===== src/rtl/fila_atendimento_guiche.sv =====
// -----------------------------------------------------------------------------
// fila_atendimento_guiche
//
// Counter-side dispatcher for the priority service queue. It keeps one waiting
// counter for each of three customer classes: T (highest), C (middle) and
// A (common). When the attendant asks for the next customer, the block calls
// exactly one waiting customer by priority. It then holds that call on the
// display for a fixed service time.
//
// Optional feature macro: ANTI_STARVATION_EN
//    When this macro is defined, A is forced after STARVE_LIMIT consecutive
//    T/C calls made while A customers were waiting.
//    When it is undefined, the block uses strict T > C > A priority only.
//
// Parameters
//    CNT_W          width of each waiting counter (capacity 2^CNT_W-1)
//    SERVICE_CYCLES cycles a call is held (>= 2)
//    STARVE_LIMIT   consecutive non-A calls tolerated while A waits
//
// Ports
//    clk                  rising-edge clock
//    rst                  synchronous active-high reset
//    chegada_t/c/a        one-cycle arrival strobes from the ticket kiosk
//    proximo              attendant request, sampled only while idle (LIVRE)
//    Ts, Cs, As           one-hot call outputs to the counter display
//    ocupado              high while a call is being served (ATENDE)
//    cnt_t, cnt_c, cnt_a  current waiting counts
//    descarte             one-cycle pulse when an arrival hits a full counter
// -----------------------------------------------------------------------------
module fila_atendimento_guiche #(
   parameter int CNT_W          = 4,
   parameter int SERVICE_CYCLES = 8,
   parameter int STARVE_LIMIT   = 3
) (
   input  logic             clk,
   input  logic             rst,
   input  logic             chegada_t,
   input  logic             chegada_c,
   input  logic             chegada_a,
   input  logic             proximo,
   output logic             Ts,
   output logic             Cs,
   output logic             As,
   output logic             ocupado,
   output logic [CNT_W-1:0] cnt_t,
   output logic [CNT_W-1:0] cnt_c,
   output logic [CNT_W-1:0] cnt_a,
   output logic             descarte
);

   localparam int               TMR_W    = $clog2(SERVICE_CYCLES);
   localparam logic [CNT_W-1:0] CNT_MAX  = {CNT_W{1'b1}};
   localparam logic [TMR_W-1:0] TMR_LOAD = TMR_W'(SERVICE_CYCLES - 1);

   // Reject parameter values that would give a zero-width timer or a
   // zero-width starvation counter.
   if (SERVICE_CYCLES < 2) begin : g_bad_service
      $error("SERVICE_CYCLES must be at least 2");
   end
   if (STARVE_LIMIT < 1) begin : g_bad_starve
      $error("STARVE_LIMIT must be at least 1");
   end

   typedef enum logic {
      LIVRE  = 1'b0,
      ATENDE = 1'b1
   } state_t;

   state_t           state_q, state_d;
   logic [TMR_W-1:0] timer_q, timer_d;
   // Call register, ordered {T, C, A}.
   logic [2:0]       call_q, call_d;
   logic [CNT_W-1:0] cnt_t_q, cnt_t_d;
   logic [CNT_W-1:0] cnt_c_q, cnt_c_d;
   logic [CNT_W-1:0] cnt_a_q, cnt_a_d;
   logic             descarte_q, descarte_d;

   logic             any_waiting;
   logic             take;
   logic             force_a;
   logic             sel_t, sel_c, sel_a;
   logic             drop_t, drop_c, drop_a;

   // Returns {drop, next_count}.
   // An arrival together with a selection of the same class cancels out,
   // so a full counter in that case is not a drop.
   function automatic logic [CNT_W:0] next_count(
      input logic [CNT_W-1:0] cnt,
      input logic             inc,
      input logic             dec
   );
      logic [CNT_W-1:0] nxt;
      logic             drop;
      nxt  = cnt;
      drop = 1'b0;
      if (inc && !dec) begin
         if (cnt == CNT_MAX) begin
            drop = 1'b1;
         end else begin
            nxt = cnt + CNT_W'(1);
         end
      end else if (dec && !inc) begin
         nxt = cnt - CNT_W'(1);
      end
      return {drop, nxt};
   endfunction

`ifdef ANTI_STARVATION_EN
   localparam int               STV_W     = $clog2(STARVE_LIMIT + 1);
   localparam logic [STV_W-1:0] STV_LIMIT = STV_W'(STARVE_LIMIT);

   logic [STV_W-1:0] starve_q, starve_d;

   assign force_a = (cnt_a_q != '0) && (starve_q >= STV_LIMIT);

   // Counts consecutive T/C calls made while A customers are waiting.
   // An A call, or any call made with no A waiting, restarts the count.
   always_comb begin
      starve_d = starve_q;
      if (take) begin
         if (sel_a || (cnt_a_q == '0)) begin
            starve_d = '0;
         end else if (starve_q < STV_LIMIT) begin
            starve_d = starve_q + STV_W'(1);
         end
      end
   end

   always_ff @(posedge clk) begin
      if (rst) begin
         starve_q <= '0;
      end else begin
         starve_q <= starve_d;
      end
   end
`else
   assign force_a = 1'b0;
`endif

   // Selection always uses the registered counts.
   // This is why an arrival at a zero counter cannot be called in the
   // same cycle as that arrival.
   assign any_waiting = (cnt_t_q != '0) || (cnt_c_q != '0) || (cnt_a_q != '0);
   assign take        = (state_q == LIVRE) && proximo && any_waiting;
   assign sel_t       = take && !force_a && (cnt_t_q != '0);
   assign sel_c       = take && !force_a && (cnt_t_q == '0) && (cnt_c_q != '0);
   assign sel_a       = take && (force_a || ((cnt_t_q == '0) && (cnt_c_q == '0)));

   // Service FSM.
   // The timer is loaded with SERVICE_CYCLES-1 on the call edge. The call
   // is released on the edge that sees the timer at 0, which holds the call
   // for exactly SERVICE_CYCLES cycles. Returning to LIVRE guarantees at
   // least one idle cycle before the next call.
   always_comb begin
      state_d = state_q;
      timer_d = timer_q;
      call_d  = call_q;
      case (state_q)
         LIVRE: begin
            if (take) begin
               state_d = ATENDE;
               timer_d = TMR_LOAD;
               call_d  = {sel_t, sel_c, sel_a};
            end
         end
         ATENDE: begin
            if (timer_q == '0) begin
               state_d = LIVRE;
               call_d  = 3'b000;
            end else begin
               timer_d = timer_q - TMR_W'(1);
            end
         end
         default: begin
            state_d = LIVRE;
            timer_d = '0;
            call_d  = 3'b000;
         end
      endcase
   end

   // Waiting counters.
   // Each counter saturates independently. Simultaneous drops in several
   // classes merge into a single descarte pulse.
   always_comb begin
      {drop_t, cnt_t_d} = next_count(cnt_t_q, chegada_t, sel_t);
      {drop_c, cnt_c_d} = next_count(cnt_c_q, chegada_c, sel_c);
      {drop_a, cnt_a_d} = next_count(cnt_a_q, chegada_a, sel_a);
      descarte_d        = drop_t | drop_c | drop_a;
   end

   always_ff @(posedge clk) begin
      if (rst) begin
         state_q    <= LIVRE;
         timer_q    <= '0;
         call_q     <= 3'b000;
         cnt_t_q    <= '0;
         cnt_c_q    <= '0;
         cnt_a_q    <= '0;
         descarte_q <= 1'b0;
      end else begin
         state_q    <= state_d;
         timer_q    <= timer_d;
         call_q     <= call_d;
         cnt_t_q    <= cnt_t_d;
         cnt_c_q    <= cnt_c_d;
         cnt_a_q    <= cnt_a_d;
         descarte_q <= descarte_d;
      end
   end

   assign Ts       = call_q[2];
   assign Cs       = call_q[1];
   assign As       = call_q[0];
   assign ocupado  = (state_q == ATENDE);
   assign cnt_t    = cnt_t_q;
   assign cnt_c    = cnt_c_q;
   assign cnt_a    = cnt_a_q;
   assign descarte = descarte_q;

endmodule


===== config.mk =====
export PLATFORM = sky130hd
export DESIGN_NAME = fila_atendimento_guiche
export DESIGN_NICKNAME = d
export VERILOG_FILES = /design/src/rtl/fila_atendimento_guiche.sv
export SDC_FILE = /design/constraint.sdc
export NUM_CORES = 1
export LEC_CHECK = 0
export CAP_MARGIN = 40
export CORE_UTILIZATION = 50
export DETAILED_ROUTE_END_ITERATION = 7
export PLACE_DENSITY_LB_ADDON = 0.05
export SETUP_SLACK_MARGIN = 0.3
export SKIP_CTS_REPAIR_TIMING = 1
export SYNTH_ARGS = -nofsm -noshare
export SYNTH_HDL_FRONTEND = slang
export SYNTH_SLANG_ARGS = --single-unit

===== constraint.sdc =====
create_clock -name clk -period 3.1 [get_ports clk]
set_input_delay 0.31 -clock clk [delete_from_list [all_inputs] [get_ports clk]]
set_output_delay 0.31 -clock clk [all_outputs]
set_load 0.02 [all_outputs]

**Word level (Yosys, flattened, before mapping)**

Index checks and enable logic that the tools add are counted.

- Bits of input ports: 6
- Register bits: 20
- RAM bits: 0
- Bits in read-only memories: 0
- Word-level logic and storage cells: 85
- Bits in latches: 0
- Output and inout bits: 17
- Memories kept: 0

- Reduce and logical (&&, ||, !) cells: 35
- $mul: 0
- Equal/unequal tests: 9
- Shift-type cells: 0
- Magnitude comparators: 0
- Divide/modulo/power cells: 0
- Multiplexer cells: 24
- Add/sub/neg operators: 7
- Bitwise logic cells: 3

Operators by type and width:

| cell | count |
|---|---|
| $mux 4 | 9 |
| $logic_and 1x1->1 | 13 |
| $add 4x1->4 const B | 3 |
| $eq 4x4->1 const B | 3 |
| $mux 3 | 4 |
| $pmux 3 s2 | 2 |
| $reduce_bool 4->1 | 3 |
| $sub 4x1->4 const B | 3 |
| $ne 2x2->1 const B | 5 |
| $reduce_and 2->1 | 5 |
| $logic_not 4->1 | 2 |
| $mux 1 | 8 |
| $logic_not 1->1 | 6 |
| $reduce_bool 2->1 | 3 |
| $logic_not 3->1 | 1 |
| $sub 3x1->3 const B | 1 |
| $logic_or 1x1->1 | 2 |
| $ne 2x1->1 const B | 1 |
| $or 1x1->1 | 2 |
| $pmux 1 s2 | 1 |
| $not 1->1 | 1 |

**Depth between registers and ports, before layout**

- Depth in word-level cells: 11
- Depth in mapped cells: 9
- Gate-level depth less buffers: 8

**Least setup slack after synthesis**

OpenSTA, ideal clock, no wires.

- Kind: flip-flop to flip-flop
- From: reg cnt_t_q[0] (netlist: cnt_t[0])
- To: reg cnt_c_q[3] (netlist: cnt_c[3])
- Data required time: 2.979 ns
- Cell stages (with the launch flop): 10
- Buffers on the path: 1
- Setup time: 0.121 ns
- Clock period less this slack: 2.643 ns
- Slack: 0.457 ns
- Arrival time: 2.522 ns
- Cells stage by stage: dfxtp_1 > or4_4 > or3_1 > buf_6 > nand2_1 > ha_1 > a21oi_1 > a211oi_1 > mux2i_1 > mux2_2

- Word-level cells in the longest chain between the ends: 10
- Elaborated cells between the ends (all ways): 14
- Those cells by class: 1 x eq/ne; 1 x mux; 12 x reduce/logical

RTL lines:

| what | line | RTL |
|---|---|---|
| from (decl) | 73 | `logic [CNT_W-1:0] cnt_t_q, cnt_t_d;` |
| from (signal assigned) | 205 | `cnt_t_q <= cnt_t_d;` |
| $reduce_bool 4->1 | 143 | `assign any_waiting = (cnt_t_q != '0) \|\| (cnt_c_q != '0) \|\| (cnt_a_q != '0);` |
| $logic_or 1x1->1 (2 in a row) | 143 |  |
| $logic_and 1x1->1 | 144 | `assign take = (state_q == LIVRE) && proximo && any_waiting;` |
| $logic_and 1x1->1 * (2 in a row) | 146 | `assign sel_c = take && !force_a && (cnt_t_q == '0) && (cnt_c_q != '0);` |
| $logic_not 1->1 | 96 | `if (inc && !dec) begin` |
| $logic_and 1x1->1 | 96 |  |
| $ne 2x2->1 (no line) / $reduce_bool 2->1 (equally long branches) | -- |  |
| $reduce_and 2->1 (no line) | -- |  |
| to (signal assigned) | 206 | `cnt_c_q <= cnt_c_d;` |
| to (decl) | 74 | `logic [CNT_W-1:0] cnt_c_q, cnt_c_d;` |

Mark *: on every way between the ends. The rest lies on a longest branch, timed or not.
A chain may end at the register's enable or synchronous reset.

**Final worst setup path**

Ends and elaborated chain as after synthesis.

==> results.json <==
{
  "status": "complete, no violations",
  "synth_simple_gate_area_share": 0.2671,
  "synth_compound_area_frac": 0.1131,
  "synth_seq_area_share": 0.3119,
  "critPathKind": "reg2reg",
  "drc_errors": 0,
  "cp.arrival_ps": 2890,
  "endpoint_kind": "register",
  "hold_violations": 0,
  "crit_fanout": 8,
  "cp_top_family": "simple AND/OR/NAND/NOR gates",
  "max_stage_delay_ps": 570,
  "intPower_mw": 0.8324,
  "portBuffers": 22,
  "switching_power_mw": 0.5801,
  "setup_slack_ps": 420.1,
  "grt_pass1_vias": 1063,
  "synthAdderAreaFrac": 0.1248,
  "final_common_cell": "clkdlybuf4s50_1",
  "endpoint": "cnt_c[3]",
  "final_net_count": 181,
  "startpoint_type": "register",
  "min_path_type": "reg2reg",
  "slowest_stage": "or4_4",
  "synth-xor-area-share": 0.02729,
  "clock_skew_ps": 6.775,
  "r2r_setup_slack_ps": 420,
  "cp_num_buf_inv": 0,
  "area_delta_synth_final_pct": 23.10,
  "root_buffer": "clkbuf_4",
  "rsz0062_at_grt": "yes",
  "initial_utilization": 0.5537,
  "powerDensity_nw_per_um2": 893.9,
  "numClockSinks": 20,
  "muxShareOfSynthArea": 0.1238,
  "via_count": 1080,
  "core_um2": 2318,
  "period_share": 0.8645,
  "dpl.hpwl_um": 1960,
  "finalCriticalPeriod_ps": 2680,
  "drt_wl_total_um": 2577,
  "worstReg2RegEnd": "cnt_c[3]",
  "max_cap_violations": 0,
  "synth_cell_types": 34,
  "antenna_found_initial": 0,
  "avgSynthCellArea_um2": 9.235,
  "synth_area_um2": 1284,
  "overflow": 0,
  "synth_cells": 139,
  "die_x_um": 52.67,
  "numCtsBuffers": 3,
  "worstRegToRegCells": 8,
  "clock_path_buffers": 2,
  "placed_cells": 187,
  "layout_common_cells": "22 x clkdlybuf4s50_1, 20 x dfxtp_1, 12 x a21oi_1",
  "ys_seq_elements": 20,
  "setup_viol": 0,
  "grt_max_degree": 19,
  "rows": 17,
  "ant_nets": 0,
  "seq_power_share": 0.320,
  "place_congestion": 0.7818,
  "n_fill_cell": 190,
  "die_h_um": 52.67,
  "yosysWarningCount": 0,
  "dr.pass1.iters": 4,
  "syn_nets": 156,
  "fmax_ghz": 0.3732,
  "dp_slack_ps": 319.3,
  "clkPwrFrac": 0.110,
  "die_area_um2": 2774,
  "synth_top_family_by_area": "simple AND/OR/NAND/NOR gates",
  "path_clk_slew_ps": 120,
  "diodes": 0,
  "worstMarginPinSlew_ps": 531.9,
  "fin_setup_tns_ps": 0,
  "drtIter0Drc": 23,
  "worstSkewPairLatency_ps": 310,
  "critPathRequiredTime_ps": 3310,
  "crit_start": "cnt_t[0]",
  "routed_via_density": 5.654,
  "grt_pass1_wl_um": 4416,
  "cts_max_level": 1,
  "switching_share": 0.4107,
  "ir_drop_mv": 0.5620,
  "track_usage": 0.2194,
  "io_pins": 23,
  "combinationalPowerShare": 0.570,
  "slew_violations": 0,
  "slew-limit-headroom": 0.6437,
  "cp.depth": 8,
  "routedWlPerCell_um": 13.49,
  "p_leak_nw": 0.6582,
  "cts_tree": "yes",
  "cp_cell_sequence": "or4_4 > or3_4 > nand2_1 > ha_1 > a21oi_1 > a211oi_1 > mux2i_1 > mux2_2",
  "fin_cells": 191,
  "drive_above_1_share": 0.1104,
  "r2r-start": "cnt_t[0]"
}
## cell families after synthesis
group | Yosys count
AND/OR/NAND/NOR | 58
buffers and inverters | 9
flip-flops | 20
AO/OA/AOI/OAI | 24
XOR/XNOR | 4
multiplexers | 13
adder cells (fa/ha/maj) | 11
## cells in the mapped netlist
cell      count  share of area
or3b_2        1         0.0068
mux2_4        2          0.023
nor2b_1       8          0.039
xnor2_1       3          0.020
mux2i_4       1          0.018
o211a_1       2          0.016
dfxtp_1      20           0.31
nor4_1        3          0.015
o21ai_0       3          0.012
nand2b_1      6          0.029
nand4b_1      1         0.0068
a21oi_1      12          0.047
and4_1        3          0.020
and2_1        1         0.0049
nor2_1       11          0.032
clkbuf_1      3         0.0088
and3_1        2         0.0097
ha_1          8          0.078
buf_6         1         0.0088
a21o_1        1         0.0059
inv_1         5          0.015
or3_1         3          0.015
a31oi_1       2         0.0097
a211oi_1      4          0.023
mux2i_1       5          0.039
or4_4         1         0.0088
fa_1          3          0.047
nand3_1       8          0.031
nand2_1       4          0.012
xor2_1        1         0.0068
nor3_1        1         0.0039
mux2_2        5          0.044
nor4_2        1         0.0097
nand3b_1      4          0.023
## registers in the layout, summed over array words and instances (netlist names)
name,count
cnt_a,4
ocupado,1
cnt_t,4
descarte,1
call_q,3
cnt_c,4
timer_q,3
## power groups by stage
stage          combinational (mW)  sequential [mW]  clock (mW)
6_report                    0.805            0.452       0.156
5_1_grt                     0.891            0.469       0.173
4_1_cts                     0.803            0.452       0.160
3_5_place_dp                0.796            0.457           0
3_3_place_gp                0.768            0.448           0
2_1_floorplan               0.472            0.524           0
## layout make-up
cell class	instances	area [um2]	share of cell area
Multi-Input combinational cell	110	847.1	0.5360
Sequential cell	20	400.4	0.2534
Timing Repair Buffer	24	242.7	0.1536
Clock buffer	4	36.28	0.02296
Tap cell	28	35.03	0.02217
Inverter	5	18.77	0.01188
## stage by stage
| stage | area, um2 | utilization | hold slack, ps | power, mW |
|---|---|---|---|---|
| CTS | 1575 | 0.6794 | 496.2 | 1.415 |
| global placement | 1524 | 0.6573 | 475.3 | 1.217 |
| floorplan | 1284 | - | 471.6 | 0.9964 |
| detailed placement | 1539 | 0.6638 | 476.3 | 1.254 |
| finish | 1580 | 0.6816 | 497.1 | 1.413 |
| global route | 1580 | 0.6816 | 514.7 | 1.532 |
## tightest hold or removal path, cell delays in order, from the launching register on
cell and delay, ps:
dfxtp_1 330, nand3b_1 80, a21oi_1 60
## worst min-delay path by stage
| stage | from | end | slack [ps] | cells after the start |
|---|---|---|---|---|
| floorplan | chegada_t | descarte | 470 | 2 |
| global placement | call_q[1] | call_q[1] | 480 | 2 |
| detailed placement | call_q[0] | call_q[0] | 480 | 2 |
| CTS | call_q[0] | call_q[0] | 500 | 2 |
| global route | call_q[1] | call_q[1] | 510 | 2 |
| finish | call_q[1] | call_q[1] | 500 | 2 |
## layer usage
layer	GRT usage	vias up	wire length (um)
met3	0.06377	4	126
met1	0.2351	502	1128
li1	-	548	-
met4	0.1096	0	36
met5	0	-	0
met2	0.3861	26	1286
Power figures use the tool's default switching activity.
